`src/rtl/aes_round_ctrl_if.sv`:
```
// aes_round_ctrl_if: command and datapath-control bundle for aes_round_ctrl.
//   master : command side (start/key_len/decrypt/abort/out_ready out, status in)
//   slave  : controller side (command in, busy/mux_sel/req_key/round_idx/
//            last_round/out_valid out)
interface aes_round_ctrl_if #(
  parameter int ROUND_W = 4
);
  logic               start;
  logic [1:0]         key_len;
  logic               decrypt;
  logic               abort;
  logic               out_ready;
  logic               busy;
  logic               mux_sel;
  logic               req_key;
  logic [ROUND_W-1:0] round_idx;
  logic               last_round;
  logic               out_valid;

  modport master (
    output start, key_len, decrypt, abort, out_ready,
    input  busy, mux_sel, req_key, round_idx, last_round, out_valid
  );

  modport slave (
    input  start, key_len, decrypt, abort, out_ready,
    output busy, mux_sel, req_key, round_idx, last_round, out_valid
  );
endinterface

```
`src/rtl/aes_round_ctrl.sv`:
```
// aes_round_ctrl: round sequencer for the AES datapath (AES-128/192/256,
// encrypt or decrypt key order, CYCLES_PER_ROUND datapath cycles per round).
//   clk     : clock, rising edge
//   reset_n : asynchronous active-low reset
//   bus     : slave side of aes_round_ctrl_if
//             in : start, key_len, decrypt, abort, out_ready
//             out: busy, mux_sel, req_key, round_idx, last_round, out_valid
//
// state  | meaning
// IDLE   | waiting for start, all outputs low
// INIT   | one cycle, external block selected, key 0 (or Nr) requested
// MID    | middle rounds 1..Nr-1, feedback selected
// LAST   | final round, MixColumns skipped
// HOLD   | result valid, waiting for out_ready
module aes_round_ctrl #(
  parameter int CYCLES_PER_ROUND = 3,
  parameter int ROUND_W          = 4
) (
  input  logic            clk,
  input  logic            reset_n,
  aes_round_ctrl_if.slave bus
);

  typedef enum logic [2:0] {
    S_IDLE,
    S_INIT,
    S_MID,
    S_LAST,
    S_HOLD
  } state_t;

  localparam logic [1:0] CYC_LAST = 2'(CYCLES_PER_ROUND - 1);

  state_t     state, state_nx;
  logic [3:0] nr, nr_nx;
  logic       dec, dec_nx;
  logic [3:0] r, r_nx;
  logic [1:0] cyc, cyc_nx;
  logic [3:0] nr_sel;
  logic [3:0] idx;

  always_comb begin
    case (bus.key_len)
      2'd1:    nr_sel = 4'd12;
      2'd2:    nr_sel = 4'd14;
      default: nr_sel = 4'd10;
    endcase
  end

  always_ff @(posedge clk or negedge reset_n) begin
    if (!reset_n) begin
      state <= S_IDLE;
      nr    <= 4'd10;
      dec   <= 1'b0;
      r     <= 4'd0;
      cyc   <= 2'd0;
    end else begin
      state <= state_nx;
      nr    <= nr_nx;
      dec   <= dec_nx;
      r     <= r_nx;
      cyc   <= cyc_nx;
    end
  end

  always_comb begin
    state_nx = state;
    nr_nx    = nr;
    dec_nx   = dec;
    r_nx     = r;
    cyc_nx   = cyc;
    case (state)
      S_IDLE: begin
        if (bus.start) begin
          state_nx = S_INIT;
          nr_nx    = nr_sel;
          dec_nx   = bus.decrypt;
          r_nx     = 4'd0;
          cyc_nx   = 2'd0;
        end
      end
      S_INIT: begin
        state_nx = S_MID;
        r_nx     = 4'd1;
        cyc_nx   = 2'd0;
      end
      S_MID: begin
        if (cyc == CYC_LAST) begin
          cyc_nx   = 2'd0;
          r_nx     = r + 4'd1;
          state_nx = (r == nr - 4'd1) ? S_LAST : S_MID;
        end else begin
          cyc_nx = cyc + 2'd1;
        end
      end
      S_LAST: begin
        if (cyc == CYC_LAST) begin
          state_nx = S_HOLD;
          cyc_nx   = 2'd0;
        end else begin
          cyc_nx = cyc + 2'd1;
        end
      end
      S_HOLD: begin
        if (bus.out_ready) begin
          state_nx = S_IDLE;
          r_nx     = 4'd0;
          cyc_nx   = 2'd0;
        end
      end
      default: begin
        state_nx = S_IDLE;
        r_nx     = 4'd0;
        cyc_nx   = 2'd0;
      end
    endcase
    // abort overrides everything outside IDLE, including a HOLD accept
    if (state != S_IDLE && bus.abort) begin
      state_nx = S_IDLE;
      r_nx     = 4'd0;
      cyc_nx   = 2'd0;
    end
  end

  // decrypt walks the key schedule backwards: Nr down to 0
  assign idx = dec ? (nr - r) : r;

  always_comb begin
    bus.busy       = 1'b0;
    bus.mux_sel    = 1'b0;
    bus.req_key    = 1'b0;
    bus.last_round = 1'b0;
    bus.out_valid  = 1'b0;
    bus.round_idx  = '0;
    case (state)
      S_INIT: begin
        bus.busy      = 1'b1;
        bus.req_key   = 1'b1;
        bus.round_idx = ROUND_W'(idx);
      end
      S_MID: begin
        bus.busy      = 1'b1;
        bus.mux_sel   = 1'b1;
        bus.req_key   = (cyc == 2'd0);
        bus.round_idx = ROUND_W'(idx);
      end
      S_LAST: begin
        bus.busy       = 1'b1;
        bus.mux_sel    = 1'b1;
        bus.req_key    = (cyc == 2'd0);
        bus.last_round = 1'b1;
        bus.round_idx  = ROUND_W'(idx);
      end
      S_HOLD: begin
        bus.busy      = 1'b1;
        bus.out_valid = 1'b1;
        bus.round_idx = ROUND_W'(idx);
      end
      default: begin
        bus.busy = 1'b0;
      end
    endcase
  end

endmodule

```
`src/flat_wrapper.sv`:
```
// flat-port wrapper written by rule: the top's interface ports become plain ports
module aes_round_ctrl_flat 
#(
  parameter int CYCLES_PER_ROUND = 3,
  parameter int ROUND_W          = 4
)
  (clk, reset_n, bus_start, bus_key_len, bus_decrypt, bus_abort, bus_out_ready, bus_busy, bus_mux_sel, bus_req_key, bus_round_idx, bus_last_round, bus_out_valid);
  aes_round_ctrl_if #(.ROUND_W(ROUND_W)) bus_i ();
  input  logic clk;
  input  logic reset_n;
  input wire logic [$bits(bus_i.start)-1:0] bus_start;
  input wire logic [$bits(bus_i.key_len)-1:0] bus_key_len;
  input wire logic [$bits(bus_i.decrypt)-1:0] bus_decrypt;
  input wire logic [$bits(bus_i.abort)-1:0] bus_abort;
  input wire logic [$bits(bus_i.out_ready)-1:0] bus_out_ready;
  output wire logic [$bits(bus_i.busy)-1:0] bus_busy;
  output wire logic [$bits(bus_i.mux_sel)-1:0] bus_mux_sel;
  output wire logic [$bits(bus_i.req_key)-1:0] bus_req_key;
  output wire logic [$bits(bus_i.round_idx)-1:0] bus_round_idx;
  output wire logic [$bits(bus_i.last_round)-1:0] bus_last_round;
  output wire logic [$bits(bus_i.out_valid)-1:0] bus_out_valid;
  assign bus_i.start = bus_start;
  assign bus_i.key_len = bus_key_len;
  assign bus_i.decrypt = bus_decrypt;
  assign bus_i.abort = bus_abort;
  assign bus_i.out_ready = bus_out_ready;
  assign bus_busy = bus_i.busy;
  assign bus_mux_sel = bus_i.mux_sel;
  assign bus_req_key = bus_i.req_key;
  assign bus_round_idx = bus_i.round_idx;
  assign bus_last_round = bus_i.last_round;
  assign bus_out_valid = bus_i.out_valid;
  aes_round_ctrl #(.CYCLES_PER_ROUND(CYCLES_PER_ROUND), .ROUND_W(ROUND_W)) u_core (.clk(clk), .reset_n(reset_n), .bus(bus_i));
endmodule
```
`config.mk`:
```
export PLATFORM = sky130hd
export DESIGN_NAME = aes_round_ctrl_flat
export DESIGN_NICKNAME = d
export VERILOG_FILES = /design/src/rtl/aes_round_ctrl_if.sv /design/src/rtl/aes_round_ctrl.sv /design/src/flat_wrapper.sv
export SDC_FILE = /design/constraint.sdc
export NUM_CORES = 1
export LEC_CHECK = 0
export ABC_CLOCK_PERIOD_IN_PS = 1800
export BUFFER_PORTS_ARGS = -buffer_cell sky130_fd_sc_hd__buf_2
export CORE_AREA = 5 5 51 53
export CTS_CLUSTER_DIAMETER = 120
export CTS_CLUSTER_SIZE = 14
export DETAILED_ROUTE_END_ITERATION = 6
export DIE_AREA = 0 0 56 58
export SLEW_MARGIN = 20
export SYNTH_ARGS = -nofsm -noshare
export SYNTH_HDL_FRONTEND = slang
export SYNTH_SLANG_ARGS = --single-unit
export TNS_END_PERCENT = 30
```
`constraint.sdc`:
```
create_clock -name clk -period 1.8 [get_ports clk]
set_clock_uncertainty 0.05 [all_clocks]
set_input_delay 0.27 -clock clk [delete_from_list [all_inputs] [get_ports clk]]
set_output_delay 0.27 -clock clk [all_outputs]
set_load 0.03 [all_outputs]
```
==> results by group <==
Final layout
  – Final nets: approximately 130
  – Final Non-Filler Cells: ~150
  – Ant. Diodes: 0
  – Layout cells sized above 1: approximately two fifths
  – Layout area overhead: 29.0%

Logic synthesis
  – Asr flop ratio synth: 100%
  – Post-synth EDFFs: 0
  – Commonest cells in the netlist: dfrtp_1 (11), nor2_1 (11), inv_1 (7)
  – Sequential share of the synthesized area: between 30 and 40%
  – Synth cell types: 37
  – Mapped Area: between 800 and 900 um2
  – Post-synth top area share: between 30% and 40%
  – Top_reg_cell synth: dfrtp_1
  – Syn avg cell area: 9.80 um2
  – Cell taking the most area after synthesis: dfrtp_1
  – Post-synthesis register bit count: 12
  – YS warnings: 0
  – Cell count after synthesis: slightly above 90
  – Largest cells by area after synthesis: dfrtp_1 (31%), ha_1 (8.4%), nor2_1 (4.6%), xnor2_1 (3.9%), mux2i_1 (3.4%)
  – Mapped Nets: approximately 110

Worst setup path
  – Worst Path Max Fanout: 2
  – Crit path DAT: roughly 1.7 ns
  – Worst Setup End Kind: output port
  – Critical path required time: 1.48 ns
  – Critical Path, Cell by Cell: inv_2, fa_2, mux2_4, nor2_4, buf_6
  – Crit path launch: u_core.nr[1]$_DFFE_PN1P_
  – Setup Crit Path Kind: flop to output port
  – Worst path bufs/invs: 2
  – RR Startpoint: u_core.nr[1]$_DFFE_PN1P_
  – Worst path slowest cell: dfstp_2
  – CP top delay family: flip-flops
  – Max incr delay on CP: 0.54 ns
  – CP startpoint kind: flop

Global routing
  – Total gr overflow: 0
  – Largest net degree at the start of global routing: 13
  – Global-route wire length before repair: between 3 and 4 mm
  – Antenna violations before repair: 0
  – Tot GR Track Use: between 10% and 20%
  – Vias in the first global route: 722

Clock network
  – CTS tree: done
  – CTS clock-pin slew for the worst setup and hold paths: approximately 0.07 ns
  – Clock root buffer: clkbuf_4
  – Clock Tree Buf Depth: 2
  – H-tree levels: 1
  – Cts bufs inserted: 3
  – Clock Latency Late Sink: 0.28 ns
  – Post-CTS setup buffer count: 0
  – Clock sinks: 12

Floorplanning
  – IO Pins: 17
  – Die height: approximately 58 um
  – Core area: around 2100 um2
  – Die width: roughly 56 um
  – Die area: 3250 um2
  – Starting density of the core: between 40 and 50%
  – Row cnt: 17

Min path
  – Hold WC Path Type: input pin to flop
  – Hold Startpoint: bus_abort

Detailed routing
  – DR vias/cell: 5.08
  – Via count: around 740
  – Drt drc: 0
  – Wire per inst: between 10 and 15 um
  – Initial DRC Count: 4
  – Total wire length: between 1.5 and 2 mm
  – Remaining antenna violation count: 0
  – DRT Pass-1 Iters: 3

Run status
  – Outcome: finished with violations
  – Failing checks: setup timing

Timing
  – Slew @ Worst Pin: between 0.3 and 0.4 ns
  – Final setup margin: -0.260 ns
  – Final setup viols: 4
  – Max_slew headroom: between 70 and 80%
  – FMAX: around 490 MHz
  – Min Tclk post-route: 2.06 ns
  – Final period util: 114%
  – Fin. max-slew vios: 0
  – RSZ-0062 raised after global routing: yes
  – Final-report hold violation count: 0
  – Min Hold Slack: 0.170 ns

Placement
  – Hpwl dp: between 1.5 and 2 mm
  – Dpl cells: about 140
  – Port-buffer cells: 16
  – GP Congestion: 0.744

Pwr
  – VDD IR-drop max: roughly 0.83 mV
  – Pwr/cell area: between 1000 and 1500 nW/um2
  – Pleak: 0.522 nW

Run
  – Total of max-cap violations: 0
flip-flops by register name, summed over array words and instances (netlist names):
register,cells
u_core.cyc,2
u_core.r,4
u_core.dec,1
u_core.state,3
u_core.nr,2
layout by cell type, fill, tap and decap left out, types with 3 or more instances in the layout:
| cell type | instances |
|---|---|
| buf_4 | 9 |
| clkbuf_4 | 3 |
| nor2_1 | 9 |
| a21oi_1 | 3 |
| buf_2 | 12 |
| and2_1 | 3 |
| xnor2_1 | 4 |
| nand2_1 | 3 |
| mux2i_1 | 3 |
| dfrtp_1 | 9 |
| inv_1 | 6 |
| buf_6 | 4 |
| ha_1 | 6 |
| o21ai_0 | 5 |
report_power, final:
group | internal [mW] | total [mW] | leakage, nW | switching, mW
Combinational | 0.475 | 1.07 | 0.355 | 0.591
Clock | 0.0860 | 0.181 | 0.0150 | 0.0950
Sequential | 0.347 | 0.425 | 0.152 | 0.0776
Total | 0.909 | 1.67 | 0.522 | 0.763
final cells by class:
type                       instances  area [um2]
clock buffer                       4        26.3
fill                             203         955
inverter                           7        26.3
multi-input combinational         69         577
sequential                        12         304
tap                               28        35.0
timing repair buffer              26         183
kinds of logic after synthesis:
kind of cell / synth area share, %
XOR/XNOR: 4.91
AO/OA/AOI/OAI: 14.2
multiplexers: 5.89
AND/OR/NAND/NOR: 24.7
adder cells (fa/ha/maj): 10.7
buffers and inverters: 5.89
flip-flops: 33.8
stage by stage:
| step | utilization (%) | power (mW) | instance area, um2 | setup WS, ns | setup TNS [ns] |
|---|---|---|---|---|---|
| 6_report | 54.7 | 1.67 | 1150 | -0.260 | -0.686 |
| 5_1_grt | 54.7 | 1.80 | 1150 | -0.316 | -0.996 |
| 4_1_cts | 53.6 | 1.67 | 1130 | -0.259 | -0.796 |
| 3_5_place_dp | 50.0 | 1.39 | 1050 | -0.0472 | -0.0472 |
| 3_3_place_gp | 50.0 | 1.36 | 1050 | -0.0234 | -0.0234 |
| 2_1_floorplan | - | 1.14 | 897 | -0.0470 | -0.0875 |
final timing paths:
path / depth (start not counted) / slack [ns] / end
max in group asynchronous: 2 / 1.08 / u_core.nr[1]$_DFFE_PN1P_
max: 5 / -0.26 / bus_round_idx[1]
min reg2reg: 1 / 0.51 / u_core.cyc[1]$_DFFE_PN0P_
min: 2 / 0.17 / u_core.state[1]$_DFFE_PN0P_
min in group asynchronous: 2 / 0.34 / u_core.cyc[1]$_DFFE_PN0P_
max reg2reg: 7 / 0.18 / u_core.state[0]$_DFFE_PN0P_
what timing repair did:
action                                 4_1_cts  5_1_grt
gates resized for setup                     12        6
setup endpoints to repair                    6        6
hold buffers                                 1        0
endpoints found under the hold margin       11        0
pin swaps                                    1        0
metal layers:
metal | vias to the layer above | track usage (%) | wire length, um
li1 | 373 | - | -
met1 | 346 | 14.4 | 782
met2 | 16 | 22.2 | 1020
met3 | 6 | 2.90 | 104
met4 | 0 | 6.78 | 33
met5 | - | 0 | 0
Note: power is estimated with default switching activity, not from simulation.
